--- src/rtl/multicycle_main_fsm.sv ---
// Multi-cycle RV32I main controller.
// A single FSM sequences fetch, decode, execute, memory and writeback over a
// shared ALU and one unified memory port, and counts retired instructions.
//
// Ports:
//   clk, rst_n        clock, asynchronous active-low reset
//   op                opcode field of the instruction register
//   mem_ready         memory completes the current request this cycle
//   mem_req/adr_src/mem_write      memory port control
//   ir_write/pc_write/branch/reg_write   datapath register enables
//   alu_src_a/alu_src_b/alu_op/result_src  datapath mux and ALU selects
//   imm_src           immediate format, decoded from op in every state
//   illegal_instr     high while parked on an unsupported opcode
//   instr_done        one-cycle pulse when an instruction retires
//   instret           retired-instruction counter (wraps)
module multicycle_main_fsm #(
    parameter int unsigned CNT_W     = 32,
    parameter bit          USE_READY = 1'b1,
    parameter bit          TRAP_HALT = 1'b1
) (
    input  logic             clk,
    input  logic             rst_n,
    input  logic [6:0]       op,
    input  logic             mem_ready,
    output logic             mem_req,
    output logic             adr_src,
    output logic             mem_write,
    output logic             ir_write,
    output logic             pc_write,
    output logic             branch,
    output logic             reg_write,
    output logic [1:0]       alu_src_a,
    output logic [1:0]       alu_src_b,
    output logic [1:0]       alu_op,
    output logic [1:0]       result_src,
    output logic [2:0]       imm_src,
    output logic             illegal_instr,
    output logic             instr_done,
    output logic [CNT_W-1:0] instret
);

    localparam logic [6:0] OP_LOAD   = 7'b0000011;
    localparam logic [6:0] OP_STORE  = 7'b0100011;
    localparam logic [6:0] OP_RTYPE  = 7'b0110011;
    localparam logic [6:0] OP_ITYPE  = 7'b0010011;
    localparam logic [6:0] OP_BRANCH = 7'b1100011;
    localparam logic [6:0] OP_JAL    = 7'b1101111;
    localparam logic [6:0] OP_JALR   = 7'b1100111;
    localparam logic [6:0] OP_LUI    = 7'b0110111;
    localparam logic [6:0] OP_AUIPC  = 7'b0010111;
    localparam logic [6:0] OP_NOP    = 7'b0000000;

    typedef enum logic [3:0] {
        S_FETCH, S_DECODE, S_MEMADR, S_MEMREAD, S_MEMWB, S_MEMWRITE,
        S_EXECR, S_EXECI, S_LUI, S_AUIPC, S_ALUWB, S_BRANCH,
        S_JALR, S_JAL, S_ILLEGAL
    } state_t;

    state_t     state, state_nxt;
    logic       rdy;
    logic       mem_req_c, adr_src_c, mem_write_c, ir_write_c, pc_write_c;
    logic       branch_c, reg_write_c, illegal_c, done_c;
    logic [1:0] src_a_c, src_b_c, alu_op_c, result_src_c;

    // With USE_READY=0 the memory is assumed to answer in the same cycle.
    assign rdy = USE_READY ? mem_ready : 1'b1;

    always_ff @(posedge clk or negedge rst_n) begin
        if (!rst_n) state <= S_FETCH;
        else        state <= state_nxt;
    end

    always_ff @(posedge clk or negedge rst_n) begin
        if (!rst_n)      instret <= '0;
        else if (done_c) instret <= instret + CNT_W'(1);
    end

    always_comb begin
        state_nxt    = state;
        mem_req_c    = 1'b0;
        adr_src_c    = 1'b0;
        mem_write_c  = 1'b0;
        ir_write_c   = 1'b0;
        pc_write_c   = 1'b0;
        branch_c     = 1'b0;
        reg_write_c  = 1'b0;
        illegal_c    = 1'b0;
        done_c       = 1'b0;
        src_a_c      = 2'b00;
        src_b_c      = 2'b00;
        alu_op_c     = 2'b00;
        result_src_c = 2'b00;
        case (state)
            S_FETCH: begin
                mem_req_c = 1'b1;
                // PC+4 goes straight from the ALU result into PC as IR loads.
                if (rdy) begin
                    ir_write_c   = 1'b1;
                    pc_write_c   = 1'b1;
                    src_b_c      = 2'b10;
                    result_src_c = 2'b10;
                    state_nxt    = S_DECODE;
                end
            end
            S_DECODE: begin
                // Precompute OldPC+imm into ALUOut for branch targets.
                src_a_c = 2'b01;
                src_b_c = 2'b01;
                case (op)
                    OP_LOAD, OP_STORE: state_nxt = S_MEMADR;
                    OP_RTYPE:          state_nxt = S_EXECR;
                    OP_ITYPE:          state_nxt = S_EXECI;
                    OP_BRANCH:         state_nxt = S_BRANCH;
                    OP_JAL:            state_nxt = S_JAL;
                    OP_JALR:           state_nxt = S_JALR;
                    OP_LUI:            state_nxt = S_LUI;
                    OP_AUIPC:          state_nxt = S_AUIPC;
                    OP_NOP: begin
                        done_c    = 1'b1;
                        state_nxt = S_FETCH;
                    end
                    default:           state_nxt = S_ILLEGAL;
                endcase
            end
            S_MEMADR: begin
                src_a_c   = 2'b10;
                src_b_c   = 2'b01;
                state_nxt = (op == OP_STORE) ? S_MEMWRITE : S_MEMREAD;
            end
            S_MEMREAD: begin
                mem_req_c = 1'b1;
                adr_src_c = 1'b1;
                if (rdy) state_nxt = S_MEMWB;
            end
            S_MEMWB: begin
                result_src_c = 2'b01;
                reg_write_c  = 1'b1;
                done_c       = 1'b1;
                state_nxt    = S_FETCH;
            end
            S_MEMWRITE: begin
                // Strobe stays up until the memory accepts the store.
                mem_req_c   = 1'b1;
                adr_src_c   = 1'b1;
                mem_write_c = 1'b1;
                if (rdy) begin
                    done_c    = 1'b1;
                    state_nxt = S_FETCH;
                end
            end
            S_EXECR: begin
                src_a_c   = 2'b10;
                alu_op_c  = 2'b10;
                state_nxt = S_ALUWB;
            end
            S_EXECI: begin
                src_a_c   = 2'b10;
                src_b_c   = 2'b01;
                alu_op_c  = 2'b10;
                state_nxt = S_ALUWB;
            end
            S_LUI: begin
                src_b_c   = 2'b01;
                alu_op_c  = 2'b11;
                state_nxt = S_ALUWB;
            end
            S_AUIPC: begin
                src_a_c   = 2'b01;
                src_b_c   = 2'b01;
                state_nxt = S_ALUWB;
            end
            S_ALUWB: begin
                reg_write_c = 1'b1;
                done_c      = 1'b1;
                state_nxt   = S_FETCH;
            end
            S_BRANCH: begin
                src_a_c   = 2'b10;
                alu_op_c  = 2'b01;
                branch_c  = 1'b1;
                done_c    = 1'b1;
                state_nxt = S_FETCH;
            end
            S_JALR: begin
                // Leaves rs1+imm in ALUOut so JAL can load it into PC.
                src_a_c   = 2'b10;
                src_b_c   = 2'b01;
                state_nxt = S_JAL;
            end
            S_JAL: begin
                // PC <- ALUOut (target) while the ALU forms OldPC+4 for rd.
                src_a_c    = 2'b01;
                src_b_c    = 2'b10;
                pc_write_c = 1'b1;
                state_nxt  = S_ALUWB;
            end
            S_ILLEGAL: begin
                illegal_c = 1'b1;
                if (!TRAP_HALT) state_nxt = S_FETCH;
            end
            default: state_nxt = S_FETCH;
        endcase
    end

    // Control outputs are forced low while reset is held so an in-flight
    // memory request is withdrawn immediately.
    assign mem_req       = mem_req_c   & rst_n;
    assign adr_src       = adr_src_c   & rst_n;
    assign mem_write     = mem_write_c & rst_n;
    assign ir_write      = ir_write_c  & rst_n;
    assign pc_write      = pc_write_c  & rst_n;
    assign branch        = branch_c    & rst_n;
    assign reg_write     = reg_write_c & rst_n;
    assign illegal_instr = illegal_c   & rst_n;
    assign instr_done    = done_c      & rst_n;
    assign alu_src_a     = rst_n ? src_a_c      : 2'b00;
    assign alu_src_b     = rst_n ? src_b_c      : 2'b00;
    assign alu_op        = rst_n ? alu_op_c     : 2'b00;
    assign result_src    = rst_n ? result_src_c : 2'b00;

    always_comb begin
        imm_src = 3'b000;
        case (op)
            OP_STORE:         imm_src = 3'b001;
            OP_BRANCH:        imm_src = 3'b010;
            OP_JAL:           imm_src = 3'b011;
            OP_LUI, OP_AUIPC: imm_src = 3'b100;
            default:          imm_src = 3'b000;
        endcase
    end

endmodule

--- config.mk ---
export PLATFORM = sky130hd
export DESIGN_NAME = multicycle_main_fsm
export DESIGN_NICKNAME = d
export VERILOG_FILES = /design/src/rtl/multicycle_main_fsm.sv
export SDC_FILE = /design/constraint.sdc
export NUM_CORES = 1
export LEC_CHECK = 0
export CORE_MARGIN = 2
export CORE_UTILIZATION = 42
export CTS_BUF_LIST = sky130_fd_sc_hd__clkbuf_2
export CTS_CLUSTER_SIZE = 24
export DETAILED_ROUTE_END_ITERATION = 7
export GPL_ROUTABILITY_DRIVEN = 0
export PLACE_DENSITY = 0.73
export SETUP_SLACK_MARGIN = 0.02
export SYNTH_ARGS = -nofsm -noshare
export SYNTH_HDL_FRONTEND = slang
export SYNTH_SLANG_ARGS = --single-unit
--- constraint.sdc ---
create_clock -name clk -period 3.8 [get_ports clk]
set_clock_uncertainty 0.05 [all_clocks]
set_input_delay 0.76 -clock clk [delete_from_list [all_inputs] [get_ports clk]]
set_output_delay 0.76 -clock clk [all_outputs]
set_load 0.005 [all_outputs]
=== Word-level counts from Yosys, hierarchy flattened ===
Index checks and enable logic that the tools add are counted.

* Eq/ne operators: 26
* Bitwise logic cells: 10
* Reductions and logical operators: 14
* Add/sub/neg operators: 1
* Mux-type cells: 27

{| class="wikitable"
|+ Operators by type and width
! kind !! number
|-
| $pmux 4 s9 || 1
|-
| $add 32x1->32 const B || 1
|-
| $pmux 4 s8 || 1
|-
| $eq 4x4->1 const B || 7
|-
| $eq 7x6->1 const B || 3
|-
| $eq 7x7->1 const B || 3
|-
| $eq 4x3->1 const B || 4
|-
| $eq 7x5->1 const B || 2
|-
| $mux 4 || 3
|-
| $pmux 2 s3 || 2
|-
| $pmux 3 s4 || 1
|-
| $mux 2 || 5
|-
| $reduce_or 2->1 || 5
|-
| $reduce_or 5->1 || 2
|-
| $and 1x1->1 || 9
|-
| $mux 1 || 9
|-
| $reduce_or 3->1 || 3
|-
| $eq 4x2->1 const B || 2
|-
| $pmux 2 s2 || 2
|-
| $eq 7x2->1 const B || 1
|-
| $logic_not 7->1 || 1
|-
| $ne 2x2->1 const B || 3
|-
| $reduce_or 6->1 || 1
|-
| $eq 4x1->1 const B || 1
|-
| 6 further kinds || 6
|}

* Word-level logic and storage cells: 80
* Flip-flop bits (word level): 36
* Output and inout bits: 52
* Bits of input ports: 10

=== Logic depth before layout (Yosys ltp) ===
Gate-level depths: netlist of run 1.

* Depth after elaboration: 4
* Gate-level depth with buffers: 6

=== Least setup slack after synthesis of run 1 ===
Ideal clock, no wire load.

* Path type: in2out
* Start point: input op[2]
* End point: output instr_done
* Stages on the path: 6
* Data required time: 2.990 ns
* Arrival: 1.866 ns
* Setup slack: 1.124 ns
* Cell sequence: clkbuf_1 > nor3_4 > nand4_1 > buf_2 > nand2_1 > and2_1

* Cells in the longest elaborated chain, start to end: 4

{| class="wikitable"
|+ RTL lines
! element !! RTL line !! text
|-
| start: declaration || 23 || <nowiki>input logic [6:0] op,</nowiki>
|-
| $logic_not 7->1 || 109 || <nowiki>case (op)</nowiki>
|-
| $mux 1 || 109 ||
|-
| $pmux 1 s3 || 93 || <nowiki>case (state)</nowiki>
|-
| $and 1x1->1 || 215 || <nowiki>assign instr_done = done_c & rst_n;</nowiki>
|-
| end: declaration || 38 || <nowiki>output logic instr_done,</nowiki>
|}

Every way passes these cells.

=== Worst setup path after layout of run 1 ===
* Start point: input op[4]
* End point: output instr_done

Same word-level chain as after synthesis.

==> out/qor.yml, run 1 <==
worst_setup_path:
  startpoint: "op[4]"
  crit_chain: "clkdlybuf4s50_1, nor4_1, nand4_1, nand2_1, and2_1, clkdlybuf4s50_1"
  cpMostUsedCell: "clkdlybuf4s50_1"
  critPathBufInv: 2
  worstPathRequired_ns: 2.99
  worst_ep_arrival_time_ns: 2.76
  critPathKind: "primary input to primary output"
  critPathTopFamily: "simple AND/OR/NAND/NOR gates"
  critPathSlowestCell: "clkdlybuf4s50_1"
  crit_fanout: 7
  r2r_start: "instret[4]$_DFFE_PN0N_"
  start_kind: "primary input"
  cpPeakStageDelay_ns: 0.49
  endpoint_kind: "primary output"
pwr:
  vdd_drop_max_mv: 0.347
  comb_power_share: 0.480
  leakagePower_nw: 1.05
  p_per_area_nw_per_um2: 500
  p_int_uw: 949
  p_switching_uw: 666
  p_sw_frac: 0.413
  seqPwrFrac: 0.371
  clockPowerShare: 0.149
floorplan:
  start_util: 0.428
  core_area_um2: 5850
  die_h_um: 81.2
  num_rows: 28
  die_area_um2: 6590
  io_pins: 62
  die_w_um: 81.2
sta:
  setup_viol: 0
  worst_pin_slew_ns: 0.869
  holdWs_ns: 0.433
  max_freq_mhz: 280
  setup_tns_ns: 0
  rsz0062_at_grt: "false"
  period_share: 0.941
  slew_viol_final: 0
  finalHoldViolations: 0
  slew_headroom: 0.419
  finalCriticalPeriod_ns: 3.57
grt:
  grtUsageTotal: 0.187
  grt_max_degree: 37
  antenna_found_initial: 0
  grt_pass1_wl_um: 9790
  overflow: 0
  grt_pass1_vias: 2056
synthesis:
  ys_ff_latch: 36
  synth.yosys.seq_area_share: 0.360
  syn-cell-area_um2: 2500
  synthTopCellsByArea: "dfrtp_1 (36%), a2111oi_2 (10%), xor2_1 (9.5%)"
  ys_warn_count: 0
  synth_top_cell_area_share: 0.360
  postSynthCellCount: 257
  synth.avg_cell_area_um2: 9.73
  synth_edf_count: 0
  synth_nets: 268
  yosysTopAreaCell: "dfrtp_1"
  yosysUniqueCellTypes: 52
  async_reset_ff_frac: 1.00
  synth_ff_type: "dfrtp_1"
min_path:
  holdCritStartpoint: "instret[31]$_DFFE_PN0N_"
  hold_path_class: "register to register"
clocking:
  clock_path_buffers: 2
  worstSkewPairLatency_ns: 0.38
  clock_sinks: 36
  clkTransAtPathRegs_ns: 0.19
  cts_tree: "yes"
  clock-root-buffer: "clkbuf_2"
  cts_setup_buffers: 0
  htree_levels: 2
  ctsHoldBuffers: 0
  ctsResizeCount: 0
  cts_buffers: 5
route:
  dr.pass1.iters: 4
  vias_per_cell: 5.69
  drt-total-wl_um: 5830
  via_count: 2207
  first_iter_violations: 129
  routedWlPerCell_um: 15.0
  drc: 0
  ant_nets: 0
final_layout:
  diodes: 0
  nets: 323
  syn_to_final_growth_pct: 29.1
  fin_cells: 388
  final_cell_mix: "clkdlybuf4s50_1 (60), dfrtp_1 (36), xor2_1 (27)"
  fin_util: 0.552
  layout_commonest_cell: "clkdlybuf4s50_1"
  drive_above_1_share: 0.128
job:
  maxCapViolCount: 0
outcome:
  outcome: "completed"
placement:
  hpwl_um: 4160
  dpl.cell_count: 380
  numPortBuffers: 61
cells in the mapped netlist, drive strengths merged, types with 2 or more instances:
master and number:
dfrtp 36, xor2 27, a2111oi 20, nand2 19, a211oi 12, nand3 12, buf 10, clkbuf 10
nor2 10, inv 9, nand4 9, nor2b 8, xnor2 8, and3 7, a21oi 5, and4 5
nor3 5, and2 4, nor3b 4, o21ai 4, o21a 3, or3b 3, a31oi 2, mux2 2
nand2b 2, nand4b 2, nor4 2
layer usage:
layer | wire length (um) | part of all wire | track usage
met4 | 58 | 0.0099 | 0.0576
met5 | 0 | 0 | 0
met2 | 2890 | 0.49 | 0.311
met1 | 2670 | 0.46 | 0.250
met3 | 221 | 0.038 | 0.0289
worst register-to-register path, cell delays in order, from the launching register on:
cell and delay [ns]:
dfrtp_1 0.47, and4_1 0.36, nand4_1 0.72, a2111oi_2 0.62, xor2_1 0.18
path summary, 6_finish.rpt:
kind | endpoint | slack [ns] | depth (start not counted)
max | instr_done | 0.23 | 6
min | instret[31]$_DFFE_PN0N_ | 0.43 | 1
max reg2reg | instret[25]$_DFFE_PN0N_ | 1.31 | 4
min reg2reg | instret[31]$_DFFE_PN0N_ | 0.43 | 1
max in group asynchronous | instret[24]$_DFFE_PN0N_ | 2.83 | 2
min in group asynchronous | instret[28]$_DFFE_PN0N_ | 0.54 | 2
registers in the layout, summed over array words and instances (netlist names):
name / cells
instret: 32
state: 4
power by group through the flow:
stage | sequential (mW) | combinational [mW] | clock [mW]
floorplan | 0.530 | 0.551 | 0
global placement | 0.604 | 0.768 | 0
detailed placement | 0.606 | 0.775 | 0
CTS | 0.598 | 0.779 | 0.246
global route | 0.620 | 0.860 | 0.263
finish | 0.599 | 0.776 | 0.240
cells by family (layout without fill, tap and decap cells):
family	Yosys count	count (layout)	synth area share
AOI/OAI and AO/OA	58	58	0.224
xor gates and xnor gates	35	35	0.123
adders and majority gates	1	1	0.00500
and+or+nand+nor	95	95	0.222
muxes	3	3	0.0130
buffers and inverters	29	85	0.0535
DFF	36	36	0.360
through the flow:
| step | setup WS (ns) | area [um^2] | power (mW) |
|---|---|---|---|
| after global placement | 0.252 | 3160 | 1.37 |
| after floorplan | 1.12 | 2500 | 1.08 |
| final | 0.226 | 3230 | 1.61 |
| after global routing | 0.0960 | 3230 | 1.74 |
| after CTS | 0.211 | 3230 | 1.62 |
| after detailed placement | 0.222 | 3160 | 1.38 |
layout make-up:
type | count | area [um^2]
Clock buffer | 6 | 30.0
Clock inverter | 2 | 35.0
Fill cell | 502 | 2620
Inverter | 9 | 33.8
Multi-Input combinational cell | 192 | 1480
Sequential cell | 36 | 901
Tap cell | 75 | 93.8
Timing Repair Buffer | 68 | 658
Note: power is estimated with default switching activity, not from simulation.
==> run 2: changes to the inputs <==
PLACE_DENSITY = 0.76   (was 0.73)
clock period = 3 ns   (was 3.8 ns; I/O delays follow)
==> run 2 against run 1 <==
  * Sequential power grew 25%
  * Design area grew 3.8%
  * Total power grew 27%
  * Non-clock buffer count grew 17
  * Global-route usage is essentially flat
  * Highest routed layer unchanged
  * Final cell count grew 4.6%
  * Clock power shrank 8.3%
  * Critical endpoint is now imm_src[1]
==> out/qor.yml, run 2 (same netlist as run 1, synthesis figures left out) <==
final_layout:
  layout_commonest_cell: "clkdlybuf4s50_1"
  syn_to_final_growth_pct: 34.0
  multi_input_area_um2: 1490  # +0.68%
  largest_reg_flops: 32  # unchanged
  final_cell_mix: "clkdlybuf4s50_1 (57), dfrtp_1 (32), xor2_1 (27)"
  nets: 340  # +5.3%
  seqCellArea_um2: 906  # +0.56%
  design_area_um2: 3350  # +3.8%
  top_regs: "instret x32, state x4"
  drive_above_1_share: 0.191  # +0.0631
  regMostFlops: "instret"
  fillCellCount: 503  # +0.20%
clocking:
  clock_sinks: 36  # unchanged
  clock_path_buffers: 2  # unchanged
  htree_levels: 2  # unchanged
  cts_tree: "yes"
  worstSkewPairLatency_ns: 0.38  # about the same
  clkTransAtPathRegs_ns: 0.18  # about the same
  clock-root-buffer: "clkbuf_2"
  cts_buffers: 5  # unchanged
route:
  vias_per_cell: 5.78  # +1.5%
  drt-total-wl_um: 6100  # +4.6%
  drc: 0  # unchanged
  routedWlPerCell_um: 15.0  # about the same
  first_iter_violations: 119  # -7.8%
  ant_nets: 0  # unchanged
  via_count: 2345  # +6.3%
  dr.pass1.iters: 4  # unchanged
floorplan:
  core_area_um2: 5850  # unchanged
  die_area_um2: 6590  # unchanged
  start_util: 0.428  # unchanged
  io_pins: 62  # unchanged
  die_w_um: 81.2  # unchanged
  num_rows: 28  # unchanged
  die_h_um: 81.2  # unchanged
sta:
  setup_viol: 0  # unchanged
  period_share: 0.941
  rsz0062_at_grt: "false"
  slew_headroom: 0.585  # +0.166
  finalCriticalPeriod_ns: 2.82
  finalHoldViolations: 0  # unchanged
  setup_tns_ns: 0  # unchanged
  max_freq_mhz: 354
  slew_viol_final: 0  # unchanged
  worst_pin_slew_ns: 0.620  # -0.249 ns
grt:
  overflow: 0  # unchanged
  grtUsageTotal: 0.186  # -0.000469
  antenna_found_initial: 0  # unchanged
  grt_max_degree: 37  # unchanged
  grt_pass1_vias: 2062  # +0.29%
  grt_pass1_wl_um: 9760  # -0.29%
placement:
  place_area_um2: 3260  # +3.1%
  hpwl_um: 4240  # +1.9%
  numPortBuffers: 61  # unchanged
pwr:
  comb_power_share: 0.528  # +0.048
  p_per_area_nw_per_um2: 612  # +22%
  clockPowerShare: 0.107  # -0.042
  vdd_drop_max_mv: 0.461  # +33%
  p_sw_frac: 0.425  # +0.0119
  leakagePower_nw: 1.15  # +9.9%
  seqPwrFrac: 0.365  # -0.006
  p_switching_uw: 872  # +31%
  p_int_mw: 1.18  # +25%
job:
  maxCapViolCount: 0  # unchanged
worst_setup_path:
  crit_fanout: 6  # -1
  start_kind: "primary input"
  r2r_start: "state[2]$_DFFE_PN0P_"
  worst_ep_arrival_time_ns: 2.17  # -0.59 ns
  worstPathRequired_ns: 2.35  # -0.64 ns
  critPathKind: "primary input to primary output"
  endpoint_kind: "primary output"
  startpoint: "op[4]"
min_path:
  hold_path_class: "primary input to async pin"
outcome:
  outcome: "completed"
-- run 2: cell types whose count changed in the layout (fill, tap and decap cells not counted), sizes merged --
cell / change
diode: +1
dlygate4sd2: +1
clkbuf: +1
clkdlybuf4s50: -3
bufinv: -1
dlymetal6s2s: +2
buf: +17
-- run 2: metal layers --
layer | vias up | track usage | wire (um)
met2 | 79 | 0.294 | 2900
met5 | - | 0 | 0
met3 | 10 | 0.0356 | 287
li1 | 1117 | - | -
met1 | 1139 | 0.258 | 2850
met4 | 0 | 0.0593 | 68
-- run 2: layout make-up --
type,instances,share of cell area
diodes,1,0.000747
multi-input cells,192,0.444
repair buffers,85,0.236
inverters,9,0.0101
clock inverters,1,0.00112
clock buffers,7,0.0105
well taps,75,0.0280
flip-flops and latches,36,0.270
-- run 2: worst paths after layout --
check	end	slack [ns]	cells past startpoint
max in group asynchronous	state[3]$_DFFE_PN0P_	2.22	2
min in group clk	instret[31]$_DFFE_PN0N_	0.42	1
min	instret[19]$_DFFE_PN0N_	0.34	2
max reg2reg	instret[10]$_DFFE_PN0N_	0.68	7
max	imm_src[1]	0.18	5
min reg2reg	instret[31]$_DFFE_PN0N_	0.42	1
-- run 2: critical path, stage by stage --
cell,delay [ns]
clkdlybuf4s50_1,0.43
buf_4,0.16
and4b_1,0.31
and3_1,0.17
clkdlybuf4s50_1,0.50
-- run 2: power by group through the flow --
stage          Combinational [mW]  Clock [mW]  Sequential (mW)
2_1_floorplan               0.698           0            0.671
3_3_place_gp                 1.02           0            0.755
3_5_place_dp                 1.04           0            0.755
4_1_cts                      1.07       0.231            0.749
5_1_grt                      1.17       0.243            0.766
6_report                     1.08       0.220            0.749
-- run 2: timing repair --
action / 4_1_cts / 5_1_grt
setup endpoints to repair: 6 / 5
pin swaps: 3 / 1
setup buffers: 3 / 1
gates resized for setup: 6 / 5
hold buffers: 0 / 0
-- run 2: per-stage QoR --
stage,worst slack [ns],hold slack [ns],std cells,power [mW],util
6_report,0.178,0.336,406,2.05,0.573
5_1_grt,0.0768,0.362,405,2.18,0.572
4_1_cts,0.0313,0.352,404,2.05,0.570
3_5_place_dp,-0.0747,0.409,393,1.80,0.558
3_3_place_gp,-0.0649,0.411,393,1.78,0.558
2_1_floorplan,0.644,0.254,257,1.37,-
==> run 3: changes to the inputs <==
CORE_MARGIN = 1.5   (was 2)
==> run 3 against run 2 <==
  * Total power increased by 8.0%
  * Flip-flop and latch count unchanged
  * Count of clock-buffer cells in the layout unchanged
  * Die area decreased by 2.4%
  * Critical path depth increased by 13
  * Global-route usage increased by 2.0 points
  * Sequential power decreased by 2.9%
  * Critical endpoint is now instret[1]$_DFFE_PN0N_
  * Largest power group unchanged
==> out/qor.yml, run 3 (same netlist as run 1, synthesis figures left out) <==
sta:
  max_freq_mhz: 340  # -4.0%
  holdWs_ns: 0.349  # +0.0124 ns
  worst_pin_slew_ns: 0.595  # -0.0253 ns
  rsz0062_at_grt: "true"
  finalHoldViolations: 0  # unchanged
  slew_headroom: 0.602  # +0.0169
  setup_viol: 0  # unchanged
  finalCriticalPeriod_ns: 2.94  # +0.118 ns
  setup_ws_ns: 0.0602  # -0.118 ns
  period_share: 0.980  # +0.0394
  slew_viol_final: 0  # unchanged
route:
  vias_per_cell: 5.66  # -2.0%
  ant_nets: 0  # unchanged
  drc: 0  # unchanged
  dr.pass1.iters: 4  # unchanged
  via_count: 2367  # +0.94%
  first_iter_violations: 201  # +69%
  drt-total-wl_um: 6340  # +4.0%
  routedWlPerCell_um: 15.2  # +1.0%
outcome:
  outcome: "completed"
pwr:
  leakagePower_nw: 1.26  # +9.2%
  p_int_mw: 1.31  # +11%
  p_switching_uw: 908  # +4.2%
  seqPwrFrac: 0.328  # -0.037
  comb_power_share: 0.574  # +0.046
  clockPowerShare: 0.098  # -0.009
  p_total_mw: 2.22  # +8.0%
  p_per_area_nw_per_um2: 638  # +4.2%
  p_sw_frac: 0.410  # -0.0151
  vdd_drop_max_mv: 0.390  # -15%
floorplan:
  die_w_um: 80.2  # -1.2%
  io_pins: 62  # unchanged
  start_util: 0.443  # +0.0158
  die_area_um2: 6430  # -2.4%
  core_area_um2: 5640  # -3.6%
  die_h_um: 80.2  # -1.2%
  num_rows: 27  # -3.6%
clocking:
  ctsHoldBuffers: 0  # unchanged
  worstSkewPairLatency_ns: 0.38  # about the same
  htree_levels: 2  # unchanged
  cts_tree: "yes"
  clock_path_buffers: 2  # unchanged
  clkTransAtPathRegs_ns: 0.18  # about the same
  cts_buffers: 5  # unchanged
  clock_sinks: 36  # unchanged
  clock-root-buffer: "clkbuf_2"
worst_setup_path:
  r2r_end: "instret[1]$_DFFE_PN0N_"
  endpoint_kind: "register"
  cpMostUsedCell: "buf_4"
  r2r_start: "state[2]$_DFFE_PN0P_"
  worst_ep_arrival_time_ns: 3.18  # +1.01 ns
  critPathSlowestCell: "clkdlybuf4s50_1"
  worst_r2r_path_depth: 16  # +9
  startpoint: "op[4]"
  cpPeakStageDelay_ns: 0.48  # -0.02 ns
  start_kind: "primary input"
  critPathKind: "primary input to register"
  crit_fanout: 2  # -4
  crit_chain: "clkdlybuf4s50_1, nor4_1, buf_4, nand4_1, nand2_1, buf_4, buf_4, buf_4, buf_4, buf_4, buf_4, buf_4, buf_4, buf_4, buf_4, buf_4, buf_4, mux2_2"
  rrSetupSlack_ns: 0.08  # -0.60 ns
  worstPathRequired_ns: 3.24  # +0.89 ns
placement:
  place_ws_ns: -0.110  # -0.0357 ns
  hpwl_um: 4240  # +0.12%
  place_area_um2: 3270  # +0.35%
  numPortBuffers: 61  # unchanged
grt:
  antenna_found_initial: 0  # unchanged
  grt_max_degree: 37  # unchanged
  grt_pass1_wl_um: 10400  # +6.6%
  overflow: 0  # unchanged
  grt_pass1_vias: 2158  # +4.7%
  grtUsageTotal: 0.206  # +0.0199
final_layout:
  regMostFlops: "instret"
  drive_above_1_share: 0.225  # +0.0345
  final_cell_mix: "clkdlybuf4s50_1 (54), buf_4 (40), dfrtp_1 (32)"
  syn_to_final_growth_pct: 38.9
  diodes: 0  # -1
  fillCellCount: 479  # -4.8%
  design_area_um2: 3470  # +3.6%
  layout_commonest_cell: "clkdlybuf4s50_1"
  top_regs: "instret x32, state x4"
  nets: 356  # +4.7%
  largest_reg_flops: 32  # unchanged
min_path:
  hold_path_class: "primary input to async pin"
job:
  maxCapViolCount: 0  # unchanged
## run 3: cell count changes in the layout (fill, tap and decap cells not counted), sizes merged
cell,previous run,this run
clkdlybuf4s50,57,54
diode,1,0
dlymetal6s2s,2,5
buf,25,41
## run 3: final cells by class
| cell class | count | area (um^2) | area share |
|---|---|---|---|
| multi-input combinational | 192 | 1490 | 0.428 |
| timing repair buffer | 101 | 917 | 0.264 |
| sequential | 36 | 906 | 0.261 |
| tap | 72 | 90.1 | 0.0259 |
| clock buffer | 7 | 35.0 | 0.0101 |
| inverter | 9 | 33.8 | 0.00973 |
| clock inverter | 1 | 3.75 | 0.00108 |
## run 3: critical path: cells and delay by family
| family | cells | cell delay, ns |
|---|---|---|
| multiplexers | 1 | 0.26 |
| buffers and inverters | 14 | 2.07 |
| AND/OR/NAND/NOR | 3 | 0.25 |
## run 3: metrics by stage
step	std cells	utilization	setup TNS (ns)
after floorplan	257	-	0
after global placement	392	0.580	-0.0622
after detailed placement	392	0.580	-0.110
after CTS	414	0.606	0
after global routing	418	0.616	-0.0146
final	418	0.616	0
## run 3: layer usage
| metal | wire [um] | vias to the layer above | share of wire | global-route usage |
|---|---|---|---|---|
| met1 | 2870 | 1135 | 0.45 | 0.279 |
| met2 | 3090 | 78 | 0.49 | 0.337 |
| li1 | - | 1142 | - | - |
| met3 | 277 | 12 | 0.044 | 0.0307 |
| met5 | 0 | - | 0 | 0 |
| met4 | 109 | 0 | 0.017 | 0.0672 |
## run 3: timing repair
item | CTS | global route
pin swaps | 3 | 1
setup endpoints to repair | 1 | 5
setup buffers | 14 | 4
resized for setup | 2 | 11
## run 3: power groups by stage
| stage | logic [mW] | registers (mW) | clock network (mW) |
|---|---|---|---|
| 2_1_floorplan | 0.698 | 0.671 | 0 |
| 6_report | 1.27 | 0.727 | 0.217 |
| 5_1_grt | 1.40 | 0.746 | 0.242 |
| 3_5_place_dp | 1.08 | 0.734 | 0 |
| 4_1_cts | 1.19 | 0.728 | 0.222 |
| 3_3_place_gp | 1.06 | 0.734 | 0 |
## run 3: how the worst max path moves through the flow
stage,cells after the start,slack [ns],to
2_1_floorplan,6,0.64,instr_done
3_3_place_gp,7,-0.06,instr_done
3_5_place_dp,7,-0.11,instr_done
4_1_cts,17,0.002,instret[1]$_DFFE_PN0N_
5_1_grt,16,-0.01,instret[1]$_DFFE_PN0N_
6_report,18,0.06,instret[1]$_DFFE_PN0N_
